**src/rtl/mem_access_unit.sv**
```systemverilog
// mem_access_unit: MIPS MEM-stage load/store sequencer with lane steering,
// alignment exceptions and a bounded wait for the data-memory acknowledge.
module mem_access_unit #(
  parameter int TIMEOUT = 16
) (
  input  logic        clk,
  input  logic        rst_n,
  input  logic        valid_in,
  input  logic [5:0]  op,
  input  logic [31:0] addr,
  input  logic [31:0] wdata,
  output logic        stall_out,
  output logic        dm_req,
  output logic        dm_we,
  output logic [31:0] dm_addr,
  output logic [3:0]  dm_be,
  output logic [31:0] dm_wdata,
  input  logic        dm_ack,
  input  logic [31:0] dm_rdata,
  output logic [31:0] DR_out,
  output logic [3:0]  be,
  output logic [5:0]  OP_out,
  output logic        ld_valid,
  output logic        adel,
  output logic        ades,
  output logic        bus_err,
  output logic [31:0] bad_addr
);
  localparam logic [0:0] IDLE = 1'b0;
  localparam logic [0:0] WAIT = 1'b1;
  localparam int CW = $clog2(TIMEOUT + 1);
  logic [0:0]    state_q, state_d;
  logic [CW-1:0] cnt_q, cnt_d;
  logic [31:0]   addr_q, addr_d, wd_q, wd_d, dr_q, dr_d, bad_q, bad_d;
  logic [5:0]    op_q, op_d, rop_q, rop_d;
  logic [3:0]    be_q, be_d, rbe_q, rbe_d;
  logic          ldv_q, ldv_d, adel_q, adel_d, ades_q, ades_d, berr_q, berr_d;
  logic          is_mem, is_st, mis, go;
  logic [3:0]    lane;
  logic [31:0]   rep;
  // op[1:0] encodes access size (00 byte, 01 half, 11 word); op[3] marks stores
  always_comb begin
    is_mem = op inside {6'h23, 6'h21, 6'h25, 6'h20, 6'h24, 6'h2b, 6'h29, 6'h28};
    is_st  = op[3];
    mis    = (op[1:0] == 2'b01 && addr[0]) || (op[1:0] == 2'b11 && addr[1:0] != 2'b00);
    lane   = op[1:0] == 2'b00 ? 4'b0001 << addr[1:0] : op[1:0] == 2'b01 ? (addr[1] ? 4'hc : 4'h3) : 4'hf;
    rep    = op[1:0] == 2'b00 ? {4{wdata[7:0]}} : op[1:0] == 2'b01 ? {2{wdata[15:0]}} : wdata;
    go     = state_q == IDLE && valid_in && is_mem && !mis;
  end
  always_comb begin
    state_d = state_q;
    cnt_d   = cnt_q;
    addr_d  = addr_q;
    op_d    = op_q;
    be_d    = be_q;
    wd_d    = wd_q;
    dr_d    = dr_q;
    rbe_d   = rbe_q;
    rop_d   = rop_q;
    bad_d   = bad_q;
    ldv_d   = 1'b0;
    adel_d  = 1'b0;
    ades_d  = 1'b0;
    berr_d  = 1'b0;
    if (state_q == IDLE) begin
      if (go) begin
        state_d = WAIT;
        cnt_d   = '0;
        addr_d  = addr;
        op_d    = op;
        be_d    = lane;
        wd_d    = rep;
      end else if (valid_in && is_mem) begin
        adel_d = !is_st;
        ades_d = is_st;
        bad_d  = addr;
      end
    end else if (dm_ack) begin
      state_d = IDLE;
      if (!op_q[3]) begin
        dr_d  = dm_rdata;
        rbe_d = be_q;
        rop_d = op_q;
        ldv_d = 1'b1;
      end
    end else if (cnt_q == CW'(TIMEOUT - 1)) begin
      state_d = IDLE;
      berr_d  = 1'b1;
      bad_d   = addr_q;
    end else begin
      cnt_d = cnt_q + 1'b1;
    end
  end
  always_ff @(posedge clk or negedge rst_n) begin
    if (!rst_n) begin
      state_q <= IDLE;
      cnt_q   <= '0;
      addr_q  <= '0;
      op_q    <= '0;
      be_q    <= '0;
      wd_q    <= '0;
      dr_q    <= '0;
      rbe_q   <= '0;
      rop_q   <= '0;
      bad_q   <= '0;
      ldv_q   <= 1'b0;
      adel_q  <= 1'b0;
      ades_q  <= 1'b0;
      berr_q  <= 1'b0;
    end else begin
      state_q <= state_d;
      cnt_q   <= cnt_d;
      addr_q  <= addr_d;
      op_q    <= op_d;
      be_q    <= be_d;
      wd_q    <= wd_d;
      dr_q    <= dr_d;
      rbe_q   <= rbe_d;
      rop_q   <= rop_d;
      bad_q   <= bad_d;
      ldv_q   <= ldv_d;
      adel_q  <= adel_d;
      ades_q  <= ades_d;
      berr_q  <= berr_d;
    end
  end
  assign dm_req    = state_q == WAIT;
  assign dm_we     = dm_req && op_q[3];
  assign dm_addr   = {addr_q[31:2], 2'b00};
  assign dm_be     = be_q;
  assign dm_wdata  = wd_q;
  assign stall_out = go || dm_req;
  assign DR_out    = dr_q;
  assign be        = rbe_q;
  assign OP_out    = rop_q;
  assign ld_valid  = ldv_q;
  assign adel      = adel_q;
  assign ades      = ades_q;
  assign bus_err   = berr_q;
  assign bad_addr  = bad_q;
endmodule

```
**config.mk**
```make
export PLATFORM = sky130hd
export DESIGN_NAME = mem_access_unit
export DESIGN_NICKNAME = d
export VERILOG_FILES = /design/src/rtl/mem_access_unit.sv
export SDC_FILE = /design/constraint.sdc
export NUM_CORES = 1
export LEC_CHECK = 0
export CORE_ASPECT_RATIO = 1.25
export CORE_MARGIN = 2
export CORE_UTILIZATION = 25
export CTS_BUF_LIST = sky130_fd_sc_hd__clkbuf_8
export DETAILED_ROUTE_END_ITERATION = 8
export PLACE_DENSITY = 0.5
export SETUP_SLACK_MARGIN = 0.4
export SLEW_MARGIN = 25
export SYNTH_ARGS = -nofsm -noshare
export SYNTH_HDL_FRONTEND = slang
export SYNTH_SLANG_ARGS = --single-unit
```
**constraint.sdc**
```tcl
create_clock -name clk -period 4.8 [get_ports clk]
set_input_delay 0.96 -clock clk [delete_from_list [all_inputs] [get_ports clk]]
set_output_delay 0.96 -clock clk [all_outputs]
set_load 0.02 [all_outputs]
```
Word-level counts from Yosys, hierarchy flattened
Index checks and enable logic that the tools add are counted.
Cells by class
  $add $sub $neg: 1
  multipliers: 0
  div/mod/pow operators: 0
  order comparisons: 0
  equality and inequality tests: 15
  shift operators: 1
  muxes and demuxes: 30
  bitwise logic cells: 2
  reduce and logical (&&, ||, !) cells: 20
Operators with widths (count)
  $mux W32: 7
  $eq A6 B6 Y1 const B: 8
  $mux W5: 4
  $mux W1: 16
  $mux W4: 3
  $reduce_bool A8 Y1: 1
  $logic_and A1 B1 Y1: 7
  $ne A2 B2 Y1 const B: 3
  $reduce_and A3 Y1: 2
  $reduce_bool A2 Y1: 3
  $add A5 B1 Y5 const B: 1
  $eq A5 B4 Y1 const B: 1
  $reduce_and A4 Y1: 1
  $shl A1 B2 Y4 const A: 1
  $eq A2 B1 Y1 const B: 1
  $eq A2 B2 Y1 const B: 1
  $logic_not A1 Y1: 2
  $logic_not A2 Y1: 1
  $logic_or A1 B1 Y1: 2
  $ne A2 B1 Y1 const B: 1
  $not A1 Y1: 2
  $reduce_and A2 Y1: 1
Storage, ports and cells
  flip-flop bits (word level): 157
  bits in latches: 0
  bits in writable memories: 0
  memory bits (read-only): 0
  input bits: 106
  output and inout port bits: 149
  word-level logic and storage cells: 83
  memories kept: 0

Longest topological paths before layout
  word-level depth: 7
  mapped depth: 7
  gate-level depth less buffers: 6

Worst setup path after synthesis
Ideal clock, no wire load.
  path kind: input -> output
  from: input op[1]
  to: output stall_out
  data arrival time: 1933 ps
  required time: 3840 ps
  slack: 1907 ps
  cell stages on the path: 6
  path buffers: 3
  path through: buf_2 -> o21ai_4 -> o2111ai_2 -> buf_6 -> buf_6 -> nand2b_1
Between the ends
  longest elaborated chain between the ends: 6
  elaborated cells on any way between the ends: 18
  those cells by class: 10 x eq/ne; 8 x reduce/logical
RTL lines
  from (decl): RTL line 9  | input logic [5:0] op,
  branches (longest 4 deep; another with $reduce_bool A8 Y1)
  $logic_and A1 B1 Y1 *: RTL line 48  | go = state_q == IDLE && valid_in && is_mem && !mis;
  $logic_or A1 B1 Y1 *: RTL line 132  | assign stall_out = go || dm_req;
  to (decl): RTL line 12  | output logic stall_out,
Mark *: on every way between the ends.

Worst setup path in the final report
Ends and elaborated chain as after synthesis.

==> out/results.ini <==
[routing]
vias=4629
routed_wl_mm=18.8
wl_per_cell_um=17.5
first_pass_iters=4
viasPerCell=4.32
remaining_drc_errors=0
drt_iter0_markers=158
ant_nets=0

[timing]
finalSetupViolCount=0
rsz0062_at_grt=no
tightest_slew_ps=865
slew_violations=0
skew_ps=10.7
fmax_mhz=265
period_minus_slack_ps=3780
hold_viol_final=0
post-route-period-util_pct=78.6
slew_headroom_pct=42.3
tns_ps=0

[clocking]
cts_setup_buffers=0
cts.sinks=157
ctsResizeCount=0
cts_tree=yes
clock_path_buffers=2
cts-htree-levels=4
cts-root-buf=clkbuf_8
clkLatencyLatePin_ps=450
cts-buffers-inserted=17
cts_hold_buf=0
path_clk_slew_ps=80

[floorplanning]
core_um2=27700
pin_count=255
dieArea_um2=29500
die_h_um=191
die_x_um=154
rows=68
start_util_pct=25.4

[yosys]
syn_avg_cell_area_um2=14.3
ys_seq_area_share_pct=55.9
ys.flop_type=dfrtp_1
netlist_area_um2=7030
ys_ff_latch=157
synth-edff-count=0
ys_async_sr_fraction_pct=100
yosys_warnings=0
synthesis.instances=490
ys_types=39

[pwr]
p_leak_nw=4.25
irDropWorstVdd_mv=0.178
finalPower_mw=4.96
p_per_area_nw_per_um2=488

[finish]
layout_common_cells=250 x clkdlybuf4s50_1, 184 x mux2_2, 156 x dfrtp_1, 20 x clkbuf_8, 15 x nand2_1
syn2layout_area_growth_pct=44.4
final_core_utilization_pct=36.7
antennaDiodeCount=0
final_cells=1071
finalInstanceArea_um2=10100
final_common_cell=clkdlybuf4s50_1
drive_gt1_share_pct=32.5
finalNetCount=817

[min_path]
min_from=op_q[5]
holdPathStages=1
min_path_type=reg -> reg
hold_path_end=op_q[5]

[global_route]
grt.met2_usage_pct=22.6
grt_usage_pct=13.1
grt_pass1_vias=5130
gr-usage-met1_pct=14.4
grt-busiest-layer=met2
globalRouteMet3Util_pct=5.78
antenna_found_initial=0
grt_pass1_wl_mm=29.5
grt_start_max_net_pins=81
overflow=0

[setup_path]
critPathCaptureType=primary output
ff2ff_setup_slack_ps=2350
cp-startpoint=op[1]
critPathLaunchType=input pin
arrival_ps=2820
r2r_cells=4
worst_r2r_startpoint=dm_req
crit_type=in -> out
cp_max_fo=11
critPathRequiredTime_ps=3840
r2r-end=bad_addr[8]

[placement]
gp_congestion=0.731
dpl-instance-area_um2=9660
io_buffer_count=251
dp.cells=1040
place_hpwl_mm=13.1

[outcome]
status=completed

[run]
cap_violations=0

==> cell type report <==
class                   instances  area [um2]
fillers                      2677       17500
inverters                       8        30.0
clock buffers                  20         275
clock inverters                11         211
flip-flops and latches        157        3930
repair buffers                258        2590
well taps                     350         438
multi-input cells             267        2670
==> per-layer routing <==
metal,share of wire [%],wire length (um),vias up
met5,0,0,-
met4,1.6,298,0
met3,9.0,1700,17
met2,50,9450,174
met1,39,7350,2308
li1,-,-,2130
==> metrics by stage <==
step | setup slack, ps | hold WS [ps]
after floorplan | 1910 | 430
after global placement | 996 | 447
after detailed placement | 996 | 453
after CTS | 989 | 474
after global routing | 891 | 509
final | 1020 | 471
==> logic make-up after synthesis <==
group           after synthesis  share of synthesized area [%]
fa+ha+maj                     2                          0.356
simple gates                 38                           2.99
flops                       157                           55.9
buf+inv                      68                           6.37
other cells                   1                         0.0534
compound gates               28                           2.92
mux                         196                           31.4
==> worst max-delay path, stage by stage <==
cell and delay (ps):
clkdlybuf4s50_1 650, o21ai_4 310, o2111ai_4 170, nand2b_1 100
clkdlybuf4s50_1 610
==> where the power goes <==
part | leakage [nW] | switching (mW) | internal (mW)
combinational | 2.07 | 0.837 | 0.988
clock | 0.245 | 0.504 | 0.710
sequential | 1.94 | 0.216 | 1.70
==> cell usage after synthesis, drive strengths merged, types with 2 or more instances <==
cell type / instances / area (um2)
buf: 55 / 399
mux2: 187 / 2120
dfrtp: 157 / 3930
nor3b: 4 / 30.0
clkbuf: 5 / 18.8
and2: 2 / 12.5
inv: 8 / 30.0
o21ai: 14 / 81.3
a311o: 2 / 20.0
ha: 2 / 25.0
o22ai: 2 / 12.5
nand3: 3 / 15.0
nor2: 2 / 10.0
a21oi: 2 / 13.8
nand2b: 5 / 31.3
mux2i: 9 / 90.1
nand2: 15 / 56.3
==> state kept, by name, indices dropped and copies added, names as in the netlist, 4 cells and up <==
| signal | flops |
|---|---|
| addr_q | 32 |
| be | 4 |
| dm_wdata | 32 |
| bad_addr | 32 |
| DR_out | 32 |
| op_q | 6 |
| dm_be | 4 |
| OP_out | 5 |
| cnt_q | 5 |
==> worst max path at each step <==
| stage | end | slack (ps) | cells past startpoint |
|---|---|---|---|
| final | stall_out | 1020 | 5 |
| after global routing | stall_out | 890 | 5 |
| after CTS | stall_out | 990 | 5 |
| after detailed placement | stall_out | 1000 | 5 |
| after global placement | stall_out | 1000 | 5 |
| after floorplan | stall_out | 1910 | 6 |
No activity file was read; power rests on OpenSTA's default activity.
